## src/rtl/hbridge_drv.sv

```systemverilog
// H-bridge output stage: dead-time insertion, conflict rejection, driver reset stretching
// and latched fault shutdown per channel. Optional conflict_flag port: HBRIDGE_DRV_CONFLICT_EN.
module hbridge_drv #(
    parameter int unsigned N_CHANNELS   = 6,
    parameter int unsigned DEAD_CYCLES  = 24,
    parameter int unsigned RESET_CYCLES = 240
) (
    input  logic                  clk,
    input  logic                  reset,
    input  logic                  enable,
    input  logic [N_CHANNELS-1:0] cmd_left,
    input  logic [N_CHANNELS-1:0] cmd_right,
    input  logic [N_CHANNELS-1:0] cmd_reset,
    input  logic [N_CHANNELS-1:0] fault_in,
    input  logic [N_CHANNELS-1:0] fault_clear,
    output logic [N_CHANNELS-1:0] pwm_a,
    output logic [N_CHANNELS-1:0] pwm_b,
    output logic [N_CHANNELS-1:0] drv_reset_n,
    output logic [N_CHANNELS-1:0] fault_latched
`ifdef HBRIDGE_DRV_CONFLICT_EN
    ,
    output logic [N_CHANNELS-1:0] conflict_flag
`endif
);

    localparam int unsigned DW = $clog2(DEAD_CYCLES + 1);
    localparam int unsigned RW = $clog2(RESET_CYCLES + 1);

    typedef enum logic [1:0] {ST_OFF, ST_LEFT, ST_RIGHT, ST_DEAD} state_e;

    state_e          state_q    [N_CHANNELS];
    state_e          state_d    [N_CHANNELS];
    logic [DW-1:0]   dead_cnt_q [N_CHANNELS];
    logic [DW-1:0]   dead_cnt_d [N_CHANNELS];
    logic [RW-1:0]   rst_cnt_q  [N_CHANNELS];
    logic [RW-1:0]   rst_cnt_d  [N_CHANNELS];

    logic [N_CHANNELS-1:0] fault_meta_q, fault_meta_d;
    logic [N_CHANNELS-1:0] fault_sync_q, fault_sync_d;
    logic [N_CHANNELS-1:0] fault_latched_q, fault_latched_d;
    logic [N_CHANNELS-1:0] pwm_a_q, pwm_a_d;
    logic [N_CHANNELS-1:0] pwm_b_q, pwm_b_d;
    logic [N_CHANNELS-1:0] drv_reset_n_q, drv_reset_n_d;
    logic [N_CHANNELS-1:0] cmd_l, cmd_r, blocked;

    always_comb begin
        fault_meta_d    = fault_in;
        fault_sync_d    = fault_meta_q;
        // set has priority; clear only takes effect once the fault source is gone
        fault_latched_d = fault_sync_q | (fault_latched_q & ~(fault_clear & ~fault_sync_q));
        cmd_l           = cmd_left & ~cmd_right;
        cmd_r           = cmd_right & ~cmd_left;
        blocked         = {N_CHANNELS{~enable}} | fault_latched_q | ~drv_reset_n_q;
        pwm_a_d         = '0;
        pwm_b_d         = '0;
        drv_reset_n_d   = '0;

        for (int unsigned i = 0; i < N_CHANNELS; i++) begin
            if (cmd_reset[i]) begin
                rst_cnt_d[i] = RW'(RESET_CYCLES);
            end else if (rst_cnt_q[i] != '0) begin
                rst_cnt_d[i] = rst_cnt_q[i] - RW'(1);
            end else begin
                rst_cnt_d[i] = rst_cnt_q[i];
            end
            drv_reset_n_d[i] = (rst_cnt_d[i] == '0);

            state_d[i]    = state_q[i];
            dead_cnt_d[i] = dead_cnt_q[i];
            case (state_q[i])
                ST_OFF: begin
                    if (!blocked[i] && cmd_l[i]) begin
                        state_d[i] = ST_LEFT;
                    end else if (!blocked[i] && cmd_r[i]) begin
                        state_d[i] = ST_RIGHT;
                    end
                end
                ST_LEFT: begin
                    if (!cmd_l[i] || blocked[i]) begin
                        state_d[i]    = ST_DEAD;
                        dead_cnt_d[i] = DW'(DEAD_CYCLES);
                    end
                end
                ST_RIGHT: begin
                    if (!cmd_r[i] || blocked[i]) begin
                        state_d[i]    = ST_DEAD;
                        dead_cnt_d[i] = DW'(DEAD_CYCLES);
                    end
                end
                ST_DEAD: begin
                    // leave as the counter reaches zero so OFF can re-drive on the following edge
                    dead_cnt_d[i] = dead_cnt_q[i] - DW'(1);
                    if (dead_cnt_q[i] <= DW'(1)) begin
                        state_d[i]    = ST_OFF;
                        dead_cnt_d[i] = '0;
                    end
                end
                default: begin
                    state_d[i]    = ST_OFF;
                    dead_cnt_d[i] = '0;
                end
            endcase

            pwm_a_d[i] = (state_d[i] == ST_LEFT);
            pwm_b_d[i] = (state_d[i] == ST_RIGHT);
        end
    end

    always_ff @(posedge clk) begin
        if (reset) begin
            fault_meta_q    <= '0;
            fault_sync_q    <= '0;
            fault_latched_q <= '0;
            pwm_a_q         <= '0;
            pwm_b_q         <= '0;
            drv_reset_n_q   <= '0;
            for (int unsigned i = 0; i < N_CHANNELS; i++) begin
                state_q[i]    <= ST_OFF;
                dead_cnt_q[i] <= '0;
                rst_cnt_q[i]  <= RW'(RESET_CYCLES);
            end
        end else begin
            fault_meta_q    <= fault_meta_d;
            fault_sync_q    <= fault_sync_d;
            fault_latched_q <= fault_latched_d;
            pwm_a_q         <= pwm_a_d;
            pwm_b_q         <= pwm_b_d;
            drv_reset_n_q   <= drv_reset_n_d;
            for (int unsigned i = 0; i < N_CHANNELS; i++) begin
                state_q[i]    <= state_d[i];
                dead_cnt_q[i] <= dead_cnt_d[i];
                rst_cnt_q[i]  <= rst_cnt_d[i];
            end
        end
    end

    assign pwm_a         = pwm_a_q;
    assign pwm_b         = pwm_b_q;
    assign drv_reset_n   = drv_reset_n_q;
    assign fault_latched = fault_latched_q;

`ifdef HBRIDGE_DRV_CONFLICT_EN
    logic [N_CHANNELS-1:0] conflict_q, conflict_d;

    always_comb begin
        conflict_d = (conflict_q & ~fault_clear) | (cmd_left & cmd_right & ~blocked);
    end

    always_ff @(posedge clk) begin
        if (reset) begin
            conflict_q <= '0;
        end else begin
            conflict_q <= conflict_d;
        end
    end

    assign conflict_flag = conflict_q;
`else
    // conflicting commands already resolve to "no command" through cmd_l / cmd_r
`endif

endmodule

```

## config.mk

```make
export PLATFORM = sky130hd
export DESIGN_NAME = hbridge_drv
export DESIGN_NICKNAME = d
export VERILOG_FILES = /design/src/rtl/hbridge_drv.sv
export SDC_FILE = /design/constraint.sdc
export NUM_CORES = 1
export LEC_CHECK = 0
export ABC_AREA = 0
export CORE_MARGIN = 2
export CORE_UTILIZATION = 59
export DETAILED_ROUTE_END_ITERATION = 10
export PLACE_DENSITY = 0.83
export SYNTH_ARGS = -nofsm -noshare
export SYNTH_HDL_FRONTEND = slang
export SYNTH_SLANG_ARGS = --single-unit
```

## constraint.sdc

```tcl
create_clock -name clk -period 3.1 [get_ports clk]
set_input_delay 0.62 -clock clk [delete_from_list [all_inputs] [get_ports clk]]
set_output_delay 0.62 -clock clk [all_outputs]
set_load 0.01 [all_outputs]
```

==> impl_results.md, run 1 <==
- # DRC: 0
- Ys async rst share: 0%
- Total count of hold-check failures in the final report: 0
- Maximum VDD drop: about 0.0004 V
- Portion of the post-synthesis area used by sequential elements: 41.9%
- First DRT Iteration DRCs: 252
- DIE AREA: 11000 µm²
- Clk sinks: between 100 and 150
- H-tree lvl count: 4
- Cell Pwr Density: 603 nW/µm²
- Detail-routed net length per standard cell: between 10 and 15 µm
- Most used DFF post-synth: dfxtp_1
- Maximum number of pins on one net before global-route repair: 50
- Setup violation total in the final timing report: 0
- Clock tree from TritonCTS: done
- Number of warning messages in the yosys log: 0
- Leakage power of the design: 0.00271 µW
- CTS max path bufs: 2
- Crit path kind: in2reg
- Final wirelength: 13.6 mm
- WP data required: 3.47 ns
- CP Capture Type: register
- Post-synthesis cell type count: 63
- Clock latency on the worst-skew pair: between 0.5 and 0.6 ns
- Uppermost layer routed: met4
- Master cell of the clock root buffer: clkbuf_8
- Number of global-route vias before repair: about 5200
- Clock slew at reported path FFs: 0.06 ns
- Synth area leader: dfxtp_1
- Wire length of the first global-routing pass: 23.5 mm
- Leading cell types by count after synthesis: dfxtp_1, nor2_1, nor3_1
- Final-stage net count: 834
- Post-detailed-placement cell area: 6690 µm²
- Register bit count reported by yosys: 126
- Synthesized net count: 775
- Core outline area: 9820 µm²
- Highest clock frequency the design can meet: between 400 and 500 MHz
- Number of fill cells: 726
- Most instantiated library cell after synthesis: dfxtp_1
- Finished Cell Area: 7310 µm²
- Max Slew Vio Count: 0
- Diodes inserted: 0
- Result of the run: finished, final reports clean
- Total track usage: 26.0%
- Share of the synthesized area in the top cell type: 41.9%
- Via count: about 5500
- Met2 wirelength from detailed routing: 6.81 mm
- Share of cells above drive strength 1: 6.96%
- Total met3 wirelength after detailed routing: approximately 690 µm
- Post-CTS Resized: 0
- Worst-path maximum fanout: 6
- Number of antenna violations at the first check in global routing: 0
- Die outline height: about 110 µm
- Minimum clock period: about 2.3 ns
- Clock tree skew after final layout: 0.00536 ns
- Residual overflow from global routing: 0
- Site row count: 36
- Slew HR: between 30% and 40%
- Startpoint type of the worst setup path: input pin
- Number of top-level pins: between 50 and 60
- Setup repair after global routing missed its margin: false
- Post-synthesis instance area: 6020 µm²
- Post-DRT Antenna Nets: 0
- HPWL after detailed placement: 9.30 mm
- Path class of the lowest-slack min-delay path: reg2reg
- Number of iterations in the first detailed-routing pass: 5
- Actual slew at the worst max-slew pin: 0.900 ns
- Total CTS buffers: 17
- Mapped Avg Cell Area: roughly 8.4 µm²
- Number of cells produced by synthesis: around 720
- Data arrival at the endpoint of the critical path: 2.67 ns
- Portion of the clock cycle consumed by the worst path in the final layout: roughly 74%
- Post-synth EDFFs: 0
- Number of buffers added to fix hold violations after cts: 0
- Starting utilization of the core area: 61.3%
- Top area cells in the synthesized netlist: dfxtp_1, nor2_1, ha_1
- Sum Neg Setup Slack: 0 ns
- Post-route met1 wirelength: 5.88 mm
- Synthesis-to-layout area growth: 21.4%
- Die outline width: 105 µm
- Gpl congestion: a little under 0.9
- Number of buffer cells added on primary ports: 56
- Via density: 5.94
- # Post-CTS Setup Buffers: 0
- Maximum Capacitance Violations: 0
[worst paths after layout]
| kind | start | to | slack, ns | depth (start not counted) |
|---|---|---|---|---|
| hold reg to reg | fault_sync_q[4] | fault_latched[4] | 0.44 | 2 |
| hold / removal | fault_sync_q[4] | fault_latched[4] | 0.44 | 2 |
| setup reg to reg | rst_cnt_q[4][3] | drv_reset_n[4] | 0.80 | 5 |
| setup / recovery | enable | dead_cnt_q[1][3] | 0.80 | 7 |
[layout by cell type (no fill, tap or decap), types with 10 or more instances in the layout]
cell	n
xnor2_1	22
dfxtp_1	126
clkbuf_16	16
nor2b_1	21
nor3_1	53
o21a_1	10
nor4_1	13
nand2_1	46
clkdlybuf4s50_1	55
nand3_1	11
inv_1	45
a21oi_1	41
a31oi_1	18
nor2_1	100
o21ai_0	38
ha_1	24
[through the flow]
stage	utilization [%]	hold WS [ns]	instances	worst slack, ns	power (µW)
detailed placement	68.1	0.427	891	0.349	2360
floorplan	-	0.413	718	1.05	2210
global route	74.4	0.460	923	0.633	4580
global placement	68.1	0.417	891	0.476	2330
finish	74.4	0.443	923	0.799	4410
CTS	74.4	0.446	923	0.800	4420
[power by group]
| part | internal (µW) | leakage (µW) | total, µW | switching (µW) |
|---|---|---|---|---|
| Sequential | 1710 | 0.00103 | 1810 | 104 |
| Clock | 1330 | 0.000297 | 2060 | 733 |
| Combinational | 244 | 0.00138 | 537 | 293 |
| Total | 3280 | 0.00271 | 4410 | 1130 |
[state kept, by name (all words and copies together) (netlist names)]
name and count:
fault_meta_q 6, state_q 12, fault_sync_q 6, fault_latched 6
rst_cnt_q 48, pwm_a 6, drv_reset_n 6, dead_cnt_q 30
pwm_b 6
[routing by layer]
metal / vias to the layer above / track usage [%]
met5: - / 0
met4: 0 / 9.14
met3: 19 / 7.11
met2: 168 / 45.1
met1: 2602 / 30.7
li1: 2697 / -
[layout make-up]
| class | count | area [µm²] | area share (%) |
|---|---|---|---|
| multi-input cells | 528 | 3250 | 44.5 |
| flip-flops and latches | 126 | 2520 | 34.5 |
| repair buffers | 59 | 578 | 7.91 |
| clock buffers | 18 | 428 | 5.86 |
| clock inverters | 14 | 193 | 2.64 |
| inverters | 45 | 169 | 2.31 |
| well taps | 133 | 166 | 2.28 |
[critical path, cell delays in order]
cell and delay (ns):
clkdlybuf4s50_1 0.46, buf_4 0.19, and3b_1 0.24, a31oi_1 0.23
o21ai_0 0.26, o41ai_1 0.52, a21oi_1 0.15
[cells by family (layout without fill, tap and decap cells)]
group	Yosys count	in the layout	synth area share [%]
and+or+nand+nor	307	307	26.2
AOI/OAI and AO/OA	160	160	17.2
DFF	126	126	41.9
buffers and inverters	64	136	4.11
xor gates and xnor gates	30	30	4.36
adders and majority gates	24	24	4.99
muxes	7	7	1.27
Note: power is estimated with default switching activity, not from simulation.
==> inputs of run 2 (changes only) <==
--- a/config.mk
+++ b/config.mk
@@ -7,9 +7,9 @@
 export LEC_CHECK = 0
 export ABC_AREA = 0
 export CORE_MARGIN = 2
-export CORE_UTILIZATION = 59
+export CORE_UTILIZATION = 52
 export DETAILED_ROUTE_END_ITERATION = 10
-export PLACE_DENSITY = 0.83
+export PLACE_DENSITY = 0.77
 export SYNTH_ARGS = -nofsm -noshare
 export SYNTH_HDL_FRONTEND = slang
 export SYNTH_SLANG_ARGS = --single-unit
==> constraint.sdc (replaced) <==
create_clock -name clk -period 1.8 [get_ports clk]
set_input_delay 0.36 -clock clk [delete_from_list [all_inputs] [get_ports clk]]
set_output_delay 0.36 -clock clk [all_outputs]
set_load 0.01 [all_outputs]
==> run 2 against run 1 <==
- the flow now finishes with violations (negative setup slack)
- highest routed layer unchanged
- hold slack got worse by 0.16 ns
- combinational power increased by 100%
- core utilization decreased by 5.2 points
- sequential share of layout area decreased by 2.4 points
- first-iteration DRC count increased by 60%
==> impl_results.md, run 2 (synthesis gave the netlist of run 1 again) <==
- Result of the run: finished with violations
- Violations in the final reports: negative setup slack
- WP data required: 2.12 ns
- Slew HR: about two thirds
- Setup repair after global routing missed its margin: true
- Actual slew at the worst max-slew pin: 0.513 ns
- Area of the multi-input gates: around 3300 µm²
- Data arrival at the endpoint of the critical path: 2.23 ns
- Crit path kind: reg2reg
- Most frequent standard cell in the layout excluding fill and tap cells: dfxtp_1
- Minimum clock period: 1.91 ns
- Startpoint type of the worst setup path: register
- Cell class contributing the biggest share of worst-path delay: simple AND/OR/NAND/NOR gates
- Starting utilization of the core area: 53.0%
- Maximum number of pins on one net before global-route repair: 41
- Register containing the most flip-flops in the final layout: rst_cnt_q
- HPWL after detailed placement: ~10 mm
- Site row count: 39
- Sum Neg Setup Slack: -0.109 ns
- Number of top-level pins: 57
- Synthesis-to-layout area growth: 30.7%
- Setup violation total in the final timing report: 1
- Number of fill cells: 853
- Cell count of the worst hold path: 2
- Wire length of the first global-routing pass: 24.3 mm
- Cell Pwr Density: 955 nW/µm²
- Clock tree from TritonCTS: done
- Cell depth of the worst setup path: 5
- Number of buffer cells added on primary ports: 56
- Clock tree skew after final layout: 0.00408 ns
- Number of antenna violations at the first check in global routing: 0
- First DRT Iteration DRCs: a little over 400
- Gpl congestion: around 0.86
- Final wirelength: 14.3 mm
- H-tree lvl count: 4
- Clock latency on the worst-skew pair: ~0.42 ns
- Finished Cell Area: about 8000 µm²
- Die outline height: 112 µm
- Detail-routed net length per standard cell: ~14 µm
- Post-DRT Antenna Nets: 0
- Final-stage net count: 897
- Die outline width: around 110 µm
- Number of buffers added to fix hold violations after cts: 0
- Total instance count after detailed placement: 961
- Number of iterations in the first detailed-routing pass: 5
- CTS max path bufs: 2
- Via count: 5681
- Portion of the clock cycle consumed by the worst path in the final layout: 106%
- Maximum Capacitance Violations: 0
- Post-detailed-placement cell area: 7170 µm²
- Slack of the worst reg-to-reg path: -0.11 ns
- Clk sinks: 126
- DIE AREA: approximately 12000 µm²
- Number of global-route vias before repair: approximately 5500
- Path class of the lowest-slack min-delay path: in2reg
- CP Capture Type: register
- Count of buffer and inverter cells on the critical path: 0
- Largest regs: rst_cnt_q x48, dead_cnt_q x30, state_q x12
- Max reg flops: 48
- Total area of sequential cells: 2530 µm²
- Worst R2R Path Depth: 5
- Cell type of the slowest stage on the worst timing path: or4_4
- Pre-CTS worst setup slack: -0.537 ns
- Maximum VDD drop: 0.000736 V
- Master cell of the clock root buffer: clkbuf_16
- Largest stage delay on the critical path: 0.59 ns
- Worst Slack Setup Final: -0.109 ns
- Final standard cell count with taps included and fillers excluded: 995
- Clock slew at reported path FFs: 0.05 ns
- Max Slew Vio Count: 0
- Diodes inserted: 0
- # DRC: 0
- Most used cells in the layout excluding fill and tap cells: dfxtp_1, nor2_1, buf_4, nor3_1, clkdlybuf4s50_1
- Fin Hold WS: 0.288 ns
- Total track usage: 23.5%
- Residual overflow from global routing: 0
- Total count of hold-check failures in the final report: 0
- Via density: 5.71
- Core outline area: roughly 11000 µm²
- Cell Chain, Critical Path: or4_4, nor4b_4, mux2_4, nand4_1, a2111oi_4
- Leakage power of the design: 0.00305 µW
- Highest clock frequency the design can meet: 524 MHz
- Worst-path maximum fanout: 4
- Share of cells above drive strength 1: 15.7%
- Total CTS buffers: 17
run 2: area by class of cell:
cell class | count | share of cell area [%]
clock inverter | 7 | 1.08
tap | 143 | 2.27
timing repair buffer | 122 | 13.6
clock buffer | 24 | 6.25
sequential | 126 | 32.1
inverter | 45 | 2.15
multi-input combinational | 528 | 42.5
run 2: metal layers:
layer / wire [µm] / track usage (%)
met5: 0 / 0
met4: 344 / 9.38
met3: 777 / 6.80
met2: 7060 / 40.9
met1: 6100 / 27.3
run 2: metrics by stage:
step           power [µW]  utilization [%]
2_1_floorplan        3810                -
3_3_place_gp         4130             63.1
3_5_place_dp         4200             63.1
4_1_cts              7530             68.3
5_1_grt              7840             69.2
6_report             7520             69.2
run 2: repair_timing:
| action | 4_1_cts | 5_1_grt |
|---|---|---|
| setup buffers | 0 | 3 |
| setup endpoints to repair | 23 | 19 |
| resized for setup | 8 | 22 |
| pin swaps | 3 | 7 |
| cloned | 0 | 0 |
run 2: where the power goes:
group	switching [µW]	total, µW	internal [µW]
registers	162	3110	2950
clock network	1170	3330	2160
logic	546	1080	534
total	1880	7520	5640
run 2: worst paths after layout:
kind                   start              end
max          rst_cnt_q[4][4]   drv_reset_n[4]
min                    reset  fault_sync_q[1]
max reg2reg  rst_cnt_q[4][4]   drv_reset_n[4]
min reg2reg  fault_meta_q[3]  fault_sync_q[3]
==> inputs of run 3 (changes only) <==
--- a/config.mk
+++ b/config.mk
@@ -5,7 +5,7 @@
 export SDC_FILE = /design/constraint.sdc
 export NUM_CORES = 1
 export LEC_CHECK = 0
-export ABC_AREA = 0
+export ABC_AREA = 1
 export CORE_MARGIN = 2
 export CORE_UTILIZATION = 52
 export DETAILED_ROUTE_END_ITERATION = 10
==> constraint.sdc (replaced) <==
create_clock -name clk -period 1.6 [get_ports clk]
set_input_delay 0.32 -clock clk [delete_from_list [all_inputs] [get_ports clk]]
set_output_delay 0.32 -clock clk [all_outputs]
set_load 0.01 [all_outputs]
==> run 3 against run 2 <==
- the flow now finishes without violations
- first-iteration DRC count decreased by 30%
- global-route usage down 2.2 points
- die area grew 6.4%
- cell count up 20%
- sequential power is 5% higher
- register-to-register slack improved by 0.25 ns
- hold slack lost 0.018 ns
- critical path type is now reg2out
- critical endpoint is now pwm_a[0]
- worst setup slack better by 0.15 ns
- clock power up 35%
==> impl_results.md, run 3 <==
- Final Total Pwr: 8400 µW
- Portion of the post-synthesis area used by sequential elements: 39.3%
- Clock tree from TritonCTS: done
- Setup violation total in the final timing report: 0
- Pre-CTS worst setup slack: -0.193 ns
- HPWL after detailed placement: 9.66 mm
- CP Capture Type: output pin
- Total count of hold-check failures in the final report: 0
- Post-synth EDFFs: 0
- Via count: 5809
- Clock slew at reported path FFs: 0.05 ns
- # DRC: 0
- Portion of the clock cycle consumed by the worst path in the final layout: 97.4%
- Leakage power of the design: 0.00388 µW
- Mapped Avg Cell Area: 6.83 µm²
- Most used cells in the layout excluding fill and tap cells: nand2_1, nor2_1, inv_1, dfxtp_1, nand3_1
- Highest clock frequency the design can meet: 642 MHz
- Cell Pwr Density: 1040 nW/µm²
- Number of global-route vias before repair: 5310
- Crit path kind: reg2out
- Slew HR: approximately three quarters
- Most frequent standard cell in the layout excluding fill and tap cells: nand2_1
- Register containing the most flip-flops in the final layout: rst_cnt_q
- Cell type of the slowest stage on the worst timing path: clkdlybuf4s50_1
- Post-DRT Antenna Nets: 0
- Worst-path maximum fanout: 1
- Detail-routed net length per standard cell: roughly 11 µm
- Top area cells in the synthesized netlist: dfxtp_1, nand2_1, nor2_1
- Max Slew Vio Count: 0
- Adder-cell share of the synthesized area: about 4.7%
- Most used DFF post-synth: dfxtp_1
- Startpoint type of the worst setup path: register
- Total CTS buffers: 17
- Leading cell types by count after synthesis: nand2_1, nor2_1, inv_1
- Maximum VDD drop: about 0.0015 V
- Final-stage net count: 1087
- Master cell of the clock root buffer: clkbuf_16
- Share of cells above drive strength 1: between 10% and 20%
- Starting utilization of the core area: 53.5%
- Largest stage delay on the critical path: 0.52 ns
- Number of top-level pins: 57
- Number of cells produced by synthesis: about 940
- WP data required: approximately 1.3 ns
- Die outline width: ~120 µm
- Worst Slack Setup Final: between 0.04 and 0.05 ns
- Max reg flops: 48
- Total track usage: between 20% and 30%
- Cell Chain, Critical Path: clkdlybuf4s50_1
- Die outline height: 115 µm
- Final standard cell count with taps included and fillers excluded: ~1200
- Path class of the lowest-slack min-delay path: in2reg
- Most instantiated library cell after synthesis: nand2_1
- Fin Hold WS: 0.270 ns
- Clock latency on the worst-skew pair: 0.42 ns
- CTS max path bufs: 2
- Site row count: 40
- Largest regs: rst_cnt_q x48, dead_cnt_q x30, state_q x12
- Core outline area: between 10000 and 15000 µm²
- Gpl congestion: 0.880
- Residual overflow from global routing: 0
- Synth area leader: dfxtp_1
- Minimum clock period: 1.56 ns
- Final wirelength: around 13 mm
- Register bit count reported by yosys: 126
- Wire length of the first global-routing pass: roughly 23 mm
- Cell class contributing the biggest share of worst-path delay: buffers and inverters
- Share of the synthesized netlist area taken by xor and xnor gates: 2.84%
- Number of iterations in the first detailed-routing pass: 5
- Clk sinks: 126
- Diodes inserted: 0
- H-tree lvl count: 4
- Synthesized net count: 998
- Result of the run: finished, final reports clean
- Number of antenna violations at the first check in global routing: 0
- Ys async rst share: 0%
- Number of warning messages in the yosys log: 0
- Synthesis-to-layout area growth: 25.3%
- DIE AREA: 13300 µm²
- Simple-Gate Fraction of Synth Area: 37.9%
- Number of fill cells: 1039
- Largest family of logic cells by synthesized area: simple AND/OR/NAND/NOR gates
- First DRT Iteration DRCs: 284
- Clock tree skew after final layout: around 0.005 ns
- Post-synthesis instance area: 6420 µm²
- Complex-gate fraction of the synthesized area: 5.86%
- Count of buffer and inverter cells on the critical path: 1
- Post-synthesis cell type count: 43
- Actual slew at the worst max-slew pin: 0.364 ns
- Multiplexer share of the synthesized area: 0%
- Share of the synthesized area in the top cell type: approximately 40%
- Maximum Capacitance Violations: 0
- Total instance count after detailed placement: roughly 1200
- Data arrival at the endpoint of the critical path: approximately 1.2 ns
- Number of buffer cells added on primary ports: 56
- Maximum number of pins on one net before global-route repair: 30
- Final cell utilization of the core: 67.0%
- Via density: ~5
[run 3: cell count changes in the layout (fill, tap and decap cells not counted), sizes merged, moves of 18 or more]
cell	previous run	this run
nand3	11	83
nand2	46	248
inv	45	147
clkdlybuf4s50	53	33
o21ai	38	20
nor2b	21	0
buf	67	26
xnor2	22	2
nor3	53	13
nor2	100	162
[run 3: final timing paths]
check	startpoint	to	slack [ns]	cells after the start
setup / recovery	pwm_a[0]	pwm_a[0]	0.04	1
hold / removal	reset	fault_meta_q[3]	0.27	2
setup reg to reg	rst_cnt_q[4][0]	drv_reset_n[4]	0.14	10
hold reg to reg	fault_meta_q[5]	fault_sync_q[5]	0.42	2
[run 3: worst register-to-register path: cells and delay by family (launching register included)]
family          cells  cell delay (ns)
simple gates        5             0.40
flops               1             0.31
fa+ha+maj           1             0.23
buf+inv             2             0.17
compound gates      2             0.30
[run 3: layout make-up]
class	instances	area (µm²)	share of cell area, %
tap	147	184	2.29
sequential	126	2520	31.3
multi-input combinational	655	3330	41.4
timing repair buffer	81	746	9.26
inverter	149	563	7.00
clock inverter	10	205	2.55
clock buffer	22	494	6.14
[run 3: through the flow]
stage	setup TNS [ns]	area [µm²]
floorplan	0	6420
global placement	-5.49	7310
detailed placement	-6.03	7310
CTS	0	7990
global route	-0.00208	8050
finish	0	8050
[run 3: power by group]
group          switching (µW)  internal, µW
registers                54.3          3220
logic                     377           260
clock network            1370          3120
total                    1800          6600
[run 3: logic make-up (layout without fill, tap and decap cells)]
| group | Yosys count | after routing |
|---|---|---|
| AOI/OAI and AO/OA | 69 | 69 |
| xor gates and xnor gates | 20 | 20 |
| adders and majority gates | 24 | 24 |
| buffers and inverters | 160 | 262 |
| DFF | 126 | 126 |
| and+or+nand+nor | 542 | 542 |
[run 3: per-layer routing]
metal	global-route usage, %	vias up	routed length [µm]
met1	25.3	2587	6180
met4	8.19	0	247
li1	-	3109	-
met3	6.91	16	523
met2	35.8	97	6290
met5	0	-	0
[run 3: what timing repair did]
action / CTS / global route
buffers inserted: 0 / 0
resized for setup: 14 / 21
pin swaps: 0 / 1
hold buffers: 0 / 0
setup endpoints to repair: 14 / 17
cloned: 0 / 0
